[config.mk]
export PLATFORM = sky130hd
export DESIGN_NAME = fetch_ctrl
export DESIGN_NICKNAME = d
export VERILOG_FILES = /design/src/rtl/fetch_ctrl.sv
export SDC_FILE = /design/constraint.sdc
export NUM_CORES = 1
export LEC_CHECK = 0
export CORE_ASPECT_RATIO = 1.5
export CORE_MARGIN = 4
export CORE_UTILIZATION = 51
export DETAILED_ROUTE_END_ITERATION = 6
export PLACE_DENSITY = 0.93
export SETUP_SLACK_MARGIN = 0.4
export SLEW_MARGIN = 40
export SYNTH_ARGS = -nofsm -noshare
export SYNTH_HDL_FRONTEND = slang
export SYNTH_SLANG_ARGS = --single-unit
[constraint.sdc]
create_clock -name clk_in -period 6 [get_ports clk_in]
set_input_delay 0.6 -clock clk_in [delete_from_list [all_inputs] [get_ports clk_in]]
set_output_delay 0.6 -clock clk_in [all_outputs]
set_load 0.02 [all_outputs]
[src/rtl/fetch_ctrl.sv]
// Fetch-stage PC controller: sequences branch redirects, flush windows and decode stalls.
// Interrupt entry/return is compiled in only when FETCH_CTRL_IRQ_EN is defined.
module fetch_ctrl #(
   parameter int unsigned          PC_WIDTH     = 16,
   parameter logic [PC_WIDTH-1:0]  PC_INITIAL   = '0,
   parameter int unsigned          FLUSH_CYCLES = 2,
   parameter logic [PC_WIDTH-1:0]  IRQ_VECTOR   = PC_WIDTH'(4)
) (
   input  logic                clk_in,
   input  logic                RST,
   input  logic                fetch_done,
   input  logic [PC_WIDTH-1:0] fetch_pc,
   input  logic                br_req,
   input  logic [PC_WIDTH-1:0] br_target,
   input  logic                stall_req,
   input  logic                irq_req,
   input  logic                irq_ret,
   output logic                pc_chg,
   output logic [PC_WIDTH-1:0] pc_in,
   output logic                flush,
   output logic                irq_ack,
   output logic [PC_WIDTH-1:0] epc
);

   typedef enum logic [1:0] {StIdle, StRun, StStall, StFlush} state_e;

   localparam logic [3:0] FlushLoad = 4'(FLUSH_CYCLES);

   state_e              state_q;
   logic                pc_chg_q;
   logic [PC_WIDTH-1:0] pc_in_q;
   logic                flush_q;
   logic [PC_WIDTH-1:0] hold_q;
   logic [3:0]          cnt_q;

   logic                redir;
   logic [PC_WIDTH-1:0] redir_pc;

`ifdef FETCH_CTRL_IRQ_EN
   logic                irq_en_q;
   logic                irq_ack_q;
   logic [PC_WIDTH-1:0] epc_q;
   logic                take_irq;
   logic                take_ret;
`else
   logic                unused_irq;
   assign unused_irq = irq_req ^ irq_ret;
`endif

   // Redirect source selection: branch beats return beats interrupt entry.
   always_comb begin
      redir    = br_req;
      redir_pc = br_target;
`ifdef FETCH_CTRL_IRQ_EN
      take_irq = 1'b0;
      take_ret = 1'b0;
      if (!br_req) begin
         if (irq_ret && !irq_en_q) begin
            redir    = 1'b1;
            take_ret = 1'b1;
            redir_pc = epc_q;
         end else if (irq_req && irq_en_q) begin
            redir    = 1'b1;
            take_irq = 1'b1;
            redir_pc = IRQ_VECTOR;
         end
      end
`endif
   end

   always_ff @(posedge clk_in or negedge RST) begin
      if (!RST) begin
         state_q  <= StIdle;
         pc_chg_q <= 1'b0;
         pc_in_q  <= PC_INITIAL;
         flush_q  <= 1'b0;
         hold_q   <= PC_INITIAL;
         cnt_q    <= '0;
`ifdef FETCH_CTRL_IRQ_EN
         irq_en_q  <= 1'b1;
         irq_ack_q <= 1'b0;
         epc_q     <= '0;
`endif
      end else begin
`ifdef FETCH_CTRL_IRQ_EN
         irq_ack_q <= 1'b0;
`endif
         if (state_q == StIdle) begin
            pc_chg_q <= 1'b0;
            flush_q  <= 1'b0;
            cnt_q    <= '0;
            if (fetch_done) begin
               state_q <= StRun;
            end
         end else if (!fetch_done) begin
            state_q  <= StIdle;
            pc_chg_q <= 1'b0;
            flush_q  <= 1'b0;
            cnt_q    <= '0;
         end else if (redir) begin
            state_q  <= StFlush;
            pc_chg_q <= 1'b1;
            pc_in_q  <= redir_pc;
            flush_q  <= 1'b1;
            cnt_q    <= FlushLoad;
`ifdef FETCH_CTRL_IRQ_EN
            if (take_ret) begin
               irq_en_q <= 1'b1;
            end
            if (take_irq) begin
               irq_en_q  <= 1'b0;
               irq_ack_q <= 1'b1;
               epc_q     <= fetch_pc;
            end
`endif
         end else begin
            unique case (state_q)
               StFlush: begin
                  pc_chg_q <= 1'b0;
                  if (cnt_q > 4'd1) begin
                     cnt_q   <= cnt_q - 4'd1;
                     flush_q <= 1'b1;
                  end else begin
                     // Last wrong-path slot: leave flush, honouring a pending stall.
                     cnt_q   <= '0;
                     flush_q <= 1'b0;
                     if (stall_req) begin
                        state_q  <= StStall;
                        hold_q   <= fetch_pc;
                        pc_chg_q <= 1'b1;
                        pc_in_q  <= fetch_pc;
                     end else begin
                        state_q <= StRun;
                     end
                  end
               end
               StStall: begin
                  flush_q <= 1'b0;
                  if (stall_req) begin
                     pc_chg_q <= 1'b1;
                     pc_in_q  <= hold_q;
                  end else begin
                     state_q  <= StRun;
                     pc_chg_q <= 1'b0;
                  end
               end
               default: begin
                  flush_q <= 1'b0;
                  if (stall_req) begin
                     state_q  <= StStall;
                     hold_q   <= fetch_pc;
                     pc_chg_q <= 1'b1;
                     pc_in_q  <= fetch_pc;
                  end else begin
                     pc_chg_q <= 1'b0;
                  end
               end
            endcase
         end
      end
   end

   assign pc_chg = pc_chg_q;
   assign pc_in  = pc_in_q;
   assign flush  = flush_q;
`ifdef FETCH_CTRL_IRQ_EN
   assign irq_ack = irq_ack_q;
   assign epc     = epc_q;
`else
   assign irq_ack = 1'b0;
   assign epc     = '0;
`endif

endmodule

==> impl_metrics.toml, run 1 <==
[critical_path]
crit_chain = "clkdlybuf4s50_1 > buf_4 > o31a_1 > o2bb2ai_1 > nor3_1"
worstPathArrival_ns = 2.55
cp-end-kind = "flop"
worstPathMaxFanout = 42
start_kind = "input port"
critPathMaxStageDelay_ns = 0.63
critical_path_required_ns = 6.20
crit_slowest_cell = "o31a_1"
crit_type = "input port to flop"

[timing]
finalSetupTns_ns = 0
hold_viol = 0
whs_ns = 0.269
rsz0062_at_grt = "false"
finClkSkew_ns = 0.00834
slew_headroom_pct = 56.5
fin_crit_sh_pct = 39.3
setup_viol = 0
finalCriticalPeriod_ns = 2.36
timing.fmax_mhz = 424
drv_slew = 0
worst_pin_slew_ns = 0.652

[logic_synthesis]
yosysMostFrequentCell = "nor2_1"
ys_seq_area_share_pct = 41.0
synth_area_leaders = "dfrtp_1 41%, mux2_2 10%, nor2_1 6.5%, mux2_4 6.2%, o2bb2ai_1 5.7%"
synth-edff-count = 0
synth_top_family_by_area = "simple AND/OR/NAND/NOR gates"
syn_area_per_cell_um2 = 9.96
synth-compound-area-share_pct = 12.8
synth.yosys.warnings = 0
synth_fa_ha_area_share_pct = 2.56
dominantRegCellSynth = "dfrtp_1"
synth_top_area_share_pct = 41.0
synth-xor-area-share_pct = 0
yosys.area.top_type = "dfrtp_1"
synth_seq_cells = 40
async_flop_share_pct = 100
synth_cell_types = 36
synthMuxAreaShare_pct = 16.3
netlist_top_cells_count = "42 x nor2_1, 40 x dfrtp_1, 22 x mux2_2"
netlist_area_mm2 = 0.00244
yosys.area_share.simple_pct = 17.7
syn_inst = 245

[cells_and_area]
area_growth_syn_to_layout_pct = 25.2
fillers = 363
diodes = 0
nets = 335
final_layout_size_suffix_gt1_share_pct = 16.8

[detailed_routing]
route.vias.total = 1973
drtIter0Drc = 134
drtPass1Iterations = 4
routed_wl_um = 5810
routedWlPerCell_um = 16.3
ant_nets = 0
drc = 0
vias_per_cell = 5.54

[place]
gp_congestion = 0.860
dp_hpwl_um = 4030
io_buffers = 54

[clock_network]
ctsHtreeMaxLevel = 2
cts_root_buffer = "clkbuf_8"
cts_buffers = 5
cts_sinks = 40
ctsResizeCount = 0
clk_path_buf_depth = 2
hold_buffers = 0
post-cts-setup-buffer-count = 0
clk_pin_slew_ns = 0.08
cts_tree = "yes"
clock_latency_ns = 0.30

[grt]
track_usage_pct = 20.6
grt_max_degree = 43
grt_pass1_wl_um = 9540
antenna_found_initial = 0
first_global_vias = 1983
grt-ovfl-total = 0

[floorplanning]
core_mm2 = 0.00458
start_util_pct = 53.3
rows = 30
dieArea_mm2 = 0.00598
die_y_um = 92.7
fp.dieW_um = 64.5
boundaryPins = 74

[power]
leakage_nw = 1.26
powerDensity_mw_per_mm2 = 450
vdd_drop_max_mv = 0.192

[hold_path]
hp-class = "input port to asynchronous set/reset pin"

[outcome]
status = "finished clean"

[flow_run]
timing.max_cap.violations = 0
-- area by class of cell --
cell class                      instances  area [µm²]  area share, %
Inverter                                6        22.5          0.737
Clock inverter                          1        30.0          0.983
Tap cell                               64        80.1           2.62
Sequential cell                        40        1000           32.8
Multi-Input combinational cell        182        1270           41.6
Timing Repair Buffer                   56         553           18.1
Clock buffer                            7        96.3           3.15
-- power by group --
part           leakage [nW]  internal [mW]  total (mW)  switching (mW)
clock                0.0645          0.147       0.243          0.0965
sequential            0.475          0.392       0.484          0.0920
combinational         0.718          0.319       0.648           0.329
-- path summary, 6_finish.rpt --
path / slack (ns) / start / depth (start not counted) / to
max: 3.64 / br_req / 5 / pc_in[7]$_DFFE_PN0P_
min: 0.27 / RST / 1 / pc_in[4]$_DFFE_PN0P_
max reg2reg: 3.64 / state_q[0]$_DFFE_PN0P_ / 6 / pc_in[7]$_DFFE_PN0P_
min reg2reg: 0.51 / hold_q[5]$_DFFE_PN0P_ / 1 / hold_q[5]$_DFFE_PN0P_
max in group asynchronous: 5.38 / RST / 1 / pc_in[10]$_DFFE_PN0P_
min in group clk_in: 0.51 / hold_q[5]$_DFFE_PN0P_ / 1 / hold_q[5]$_DFFE_PN0P_
-- cells by family after synthesis --
group | after synthesis
AND/OR/NAND/NOR | 88
AO/OA/AOI/OAI | 40
flip-flops | 40
buffers and inverters | 39
multiplexers | 32
adder cells (fa/ha/maj) | 5
other | 1
-- worst max-delay path, delay by kind of cell --
| family | cells | cell delay [ns] |
|---|---|---|
| buffers and inverters | 2 | 0.83 |
| AO/OA/AOI/OAI | 2 | 0.86 |
| AND/OR/NAND/NOR | 1 | 0.26 |
-- metrics by stage --
stage	setup slack (ns)	power, mW	instances	instance area (µm²)	util, %
CTS	3.66	1.38	356	3060	66.7
detailed placement	3.40	1.13	348	2930	64.0
global route	3.48	1.46	356	3060	66.7
finish	3.64	1.37	356	3060	66.7
floorplan	4.07	0.906	261	2500	-
global placement	3.41	1.10	348	2920	63.8
-- per-layer routing --
metal / vias to the layer above / GRT usage (%) / routed length (µm)
met5: - / 0 / 0
met4: 0 / 8.64 / 111
met3: 10 / 4.13 / 284
met2: 59 / 36.1 / 3140
met1: 973 / 24.2 / 2270
li1: 931 / - / -
-- cell usage in the layout (no fill, tap or decap), drive strengths merged, types with 2 or more instances in the layout --
| master | instances |
|---|---|
| clkdlybuf4s50 | 53 |
| nor2 | 42 |
| dfrtp | 40 |
| mux2 | 32 |
| nor3 | 19 |
| conb | 17 |
| o2bb2ai | 16 |
| nor4 | 16 |
| clkbuf | 7 |
| inv | 6 |
| o21ai | 6 |
| ha | 5 |
| a21oi | 4 |
| o21a | 4 |
| nand2 | 3 |
| buf | 3 |
| a22o | 2 |
| a31oi | 2 |
| or2 | 2 |
-- registers in the layout (all words and copies together), names as in the netlist --
name	flops
cnt_q	4
flush	1
hold_q	16
pc_chg	1
pc_in	16
state_q	2
(Power assumes the default switching activity.)
==> run 2: changes to the inputs <==
--- a/config.mk
+++ b/config.mk
@@ -7,9 +7,9 @@
 export LEC_CHECK = 0
 export CORE_ASPECT_RATIO = 1.5
 export CORE_MARGIN = 4
-export CORE_UTILIZATION = 51
+export CORE_UTILIZATION = 47
 export DETAILED_ROUTE_END_ITERATION = 6
-export PLACE_DENSITY = 0.93
+export PLACE_DENSITY = 0.87
 export SETUP_SLACK_MARGIN = 0.4
 export SLEW_MARGIN = 40
 export SYNTH_ARGS = -nofsm -noshare
==> constraint.sdc (replaced) <==
create_clock -name clk_in -period 2.25 [get_ports clk_in]
set_input_delay 0.225 -clock clk_in [delete_from_list [all_inputs] [get_ports clk_in]]
set_output_delay 0.225 -clock clk_in [all_outputs]
set_load 0.02 [all_outputs]
==> run 2 against run 1 <==
Compared with the run above:
- combinational power grew to 3.0 times the previous value
- clock-buffer cell count decreased by 1
- clock skew down 0.00082 ns
- worst setup slack worse by 3.2 ns
- routed wire length rose by 7.5%
- non-clock buffer count up 12
==> impl_metrics.toml, run 2 (same netlist as run 1, synthesis figures left out) <==
[outcome]
status = "finished clean"

[flow_run]
timing.max_cap.violations = 0

[clock_network]
clk_pin_slew_ns = 0.08
clk_path_buf_depth = 2
cts_buffers = 5
cts_root_buffer = "clkbuf_8"
cts_tree = "yes"
clock_latency_ns = 0.30
ctsHtreeMaxLevel = 2
cts_sinks = 40

[cells_and_area]
final_common_cell = "clkdlybuf4s50_1"
final_cell_mix = "53 x clkdlybuf4s50_1, 40 x nor2_1, 38 x dfrtp_1"
nets = 347
diodes = 0
postLayoutCoreUtil_pct = 66.3
final_layout_size_suffix_gt1_share_pct = 25.7
postLayoutCellArea_mm2 = 0.00327
area_growth_syn_to_layout_pct = 33.9
fillers = 364

[floorplanning]
boundaryPins = 74
core_mm2 = 0.00493
fp.dieW_um = 66.8
start_util_pct = 49.5
rows = 31
dieArea_mm2 = 0.00643
die_y_um = 96.2

[grt]
antenna_found_initial = 0
grt-ovfl-total = 0
track_usage_pct = 19.8
first_global_vias = 2032
grt_pass1_wl_um = 9520
grt_max_degree = 41

[power]
powerDensity_mw_per_mm2 = 1150
finalPower_mw = 3.75
vdd_drop_max_mv = 0.519
leakage_nw = 1.33

[detailed_routing]
vias_per_cell = 5.55
drc = 0
drtIter0Drc = 115
routed_wl_um = 6250
routedWlPerCell_um = 16.9
drtPass1Iterations = 4
ant_nets = 0
route.vias.total = 2053

[place]
gp_congestion = 0.937
io_buffers = 54
place_area_mm2 = 0.00299
dp_hpwl_um = 4040

[critical_path]
crit_type = "flop to flop"
cp-end-kind = "flop"
critical_path_required_ns = 2.43
worstPathArrival_ns = 2.00
crit_start = "cnt_q[0]$_DFFE_PN0P_"
start_kind = "flop"
r2r-start = "cnt_q[0]$_DFFE_PN0P_"
worstPathMaxFanout = 33

[timing]
drv_slew = 0
rsz0062_at_grt = "true"
worst_pin_slew_ns = 0.594
finClkSkew_ns = 0.00752
whs_ns = 0.438
fin_crit_sh_pct = 81.2
slew_headroom_pct = 60.3
hold_viol = 0
timing.fmax_mhz = 548
finalSetupTns_ns = 0
finalCriticalPeriod_ns = 1.83
setup_viol = 0

[hold_path]
hp-class = "input port to asynchronous set/reset pin"
run 2: layout make-up:
class	instances	area, µm²	area share, %
Clock inverter	2	10.0	0.306
Multi-Input combinational cell	182	1380	42.3
Clock buffer	6	82.6	2.53
Tap cell	66	82.6	2.53
Timing Repair Buffer	68	683	20.9
Sequential cell	40	1000	30.7
Inverter	6	22.5	0.689
run 2: layer usage:
| layer | wire length [µm] | share of wire (%) | track usage (%) | vias to the layer above |
|---|---|---|---|---|
| met3 | 275 | 4.4 | 3.62 | 9 |
| met5 | 0 | 0 | 0 | - |
| met1 | 2490 | 40 | 22.9 | 1020 |
| li1 | - | - | - | 963 |
| met4 | 152 | 2.4 | 11.0 | 0 |
| met2 | 3330 | 53 | 33.9 | 61 |
run 2: worst paths after layout:
| path | slack (ns) | endpoint | cells after the start |
|---|---|---|---|
| min in group clk_in | 0.51 | hold_q[3]$_DFFE_PN0P_ | 1 |
| max in group asynchronous | 1.42 | state_q[1]$_DFFE_PN0P_ | 2 |
| setup reg to reg | 0.42 | pc_in[12]$_DFFE_PN0P_ | 8 |
| setup / recovery | 0.42 | pc_in[12]$_DFFE_PN0P_ | 8 |
| hold / removal | 0.44 | hold_q[1]$_DFFE_PN0P_ | 2 |
| hold reg to reg | 0.51 | hold_q[3]$_DFFE_PN0P_ | 1 |
run 2: stage by stage:
stage | setup WS [ns] | instances
finish | 0.424 | 370
CTS | 0.415 | 367
global route | 0.306 | 370
floorplan | 0.423 | 261
global placement | 0.116 | 354
detailed placement | 0.0679 | 354
run 2: repair_timing:
item / 4_1_cts / 5_1_grt
buffers inserted: 4 / 3
resized for setup: 9 / 16
pin swaps: 2 / 1
cloned: 0 / 0
setup endpoints to repair: 32 / 32
hold buffers: 1 / 0
hold endpoints to repair: 40 / 0
run 2: worst max-delay path, stage by stage, from the launching register on:
cell and delay, ns:
dfrtp_1 0.42, inv_1 0.08, ha_2 0.20, nor2_2 0.07
buf_4 0.15, o21a_1 0.20, buf_12 0.18, nor4_1 0.33
nor3_1 0.07
run 2: power breakdown:
group | leakage, nW | switching (mW) | internal, mW
clock network | 0.0510 | 0.262 | 0.245
logic | 0.805 | 0.973 | 0.978
registers | 0.473 | 0.242 | 1.05
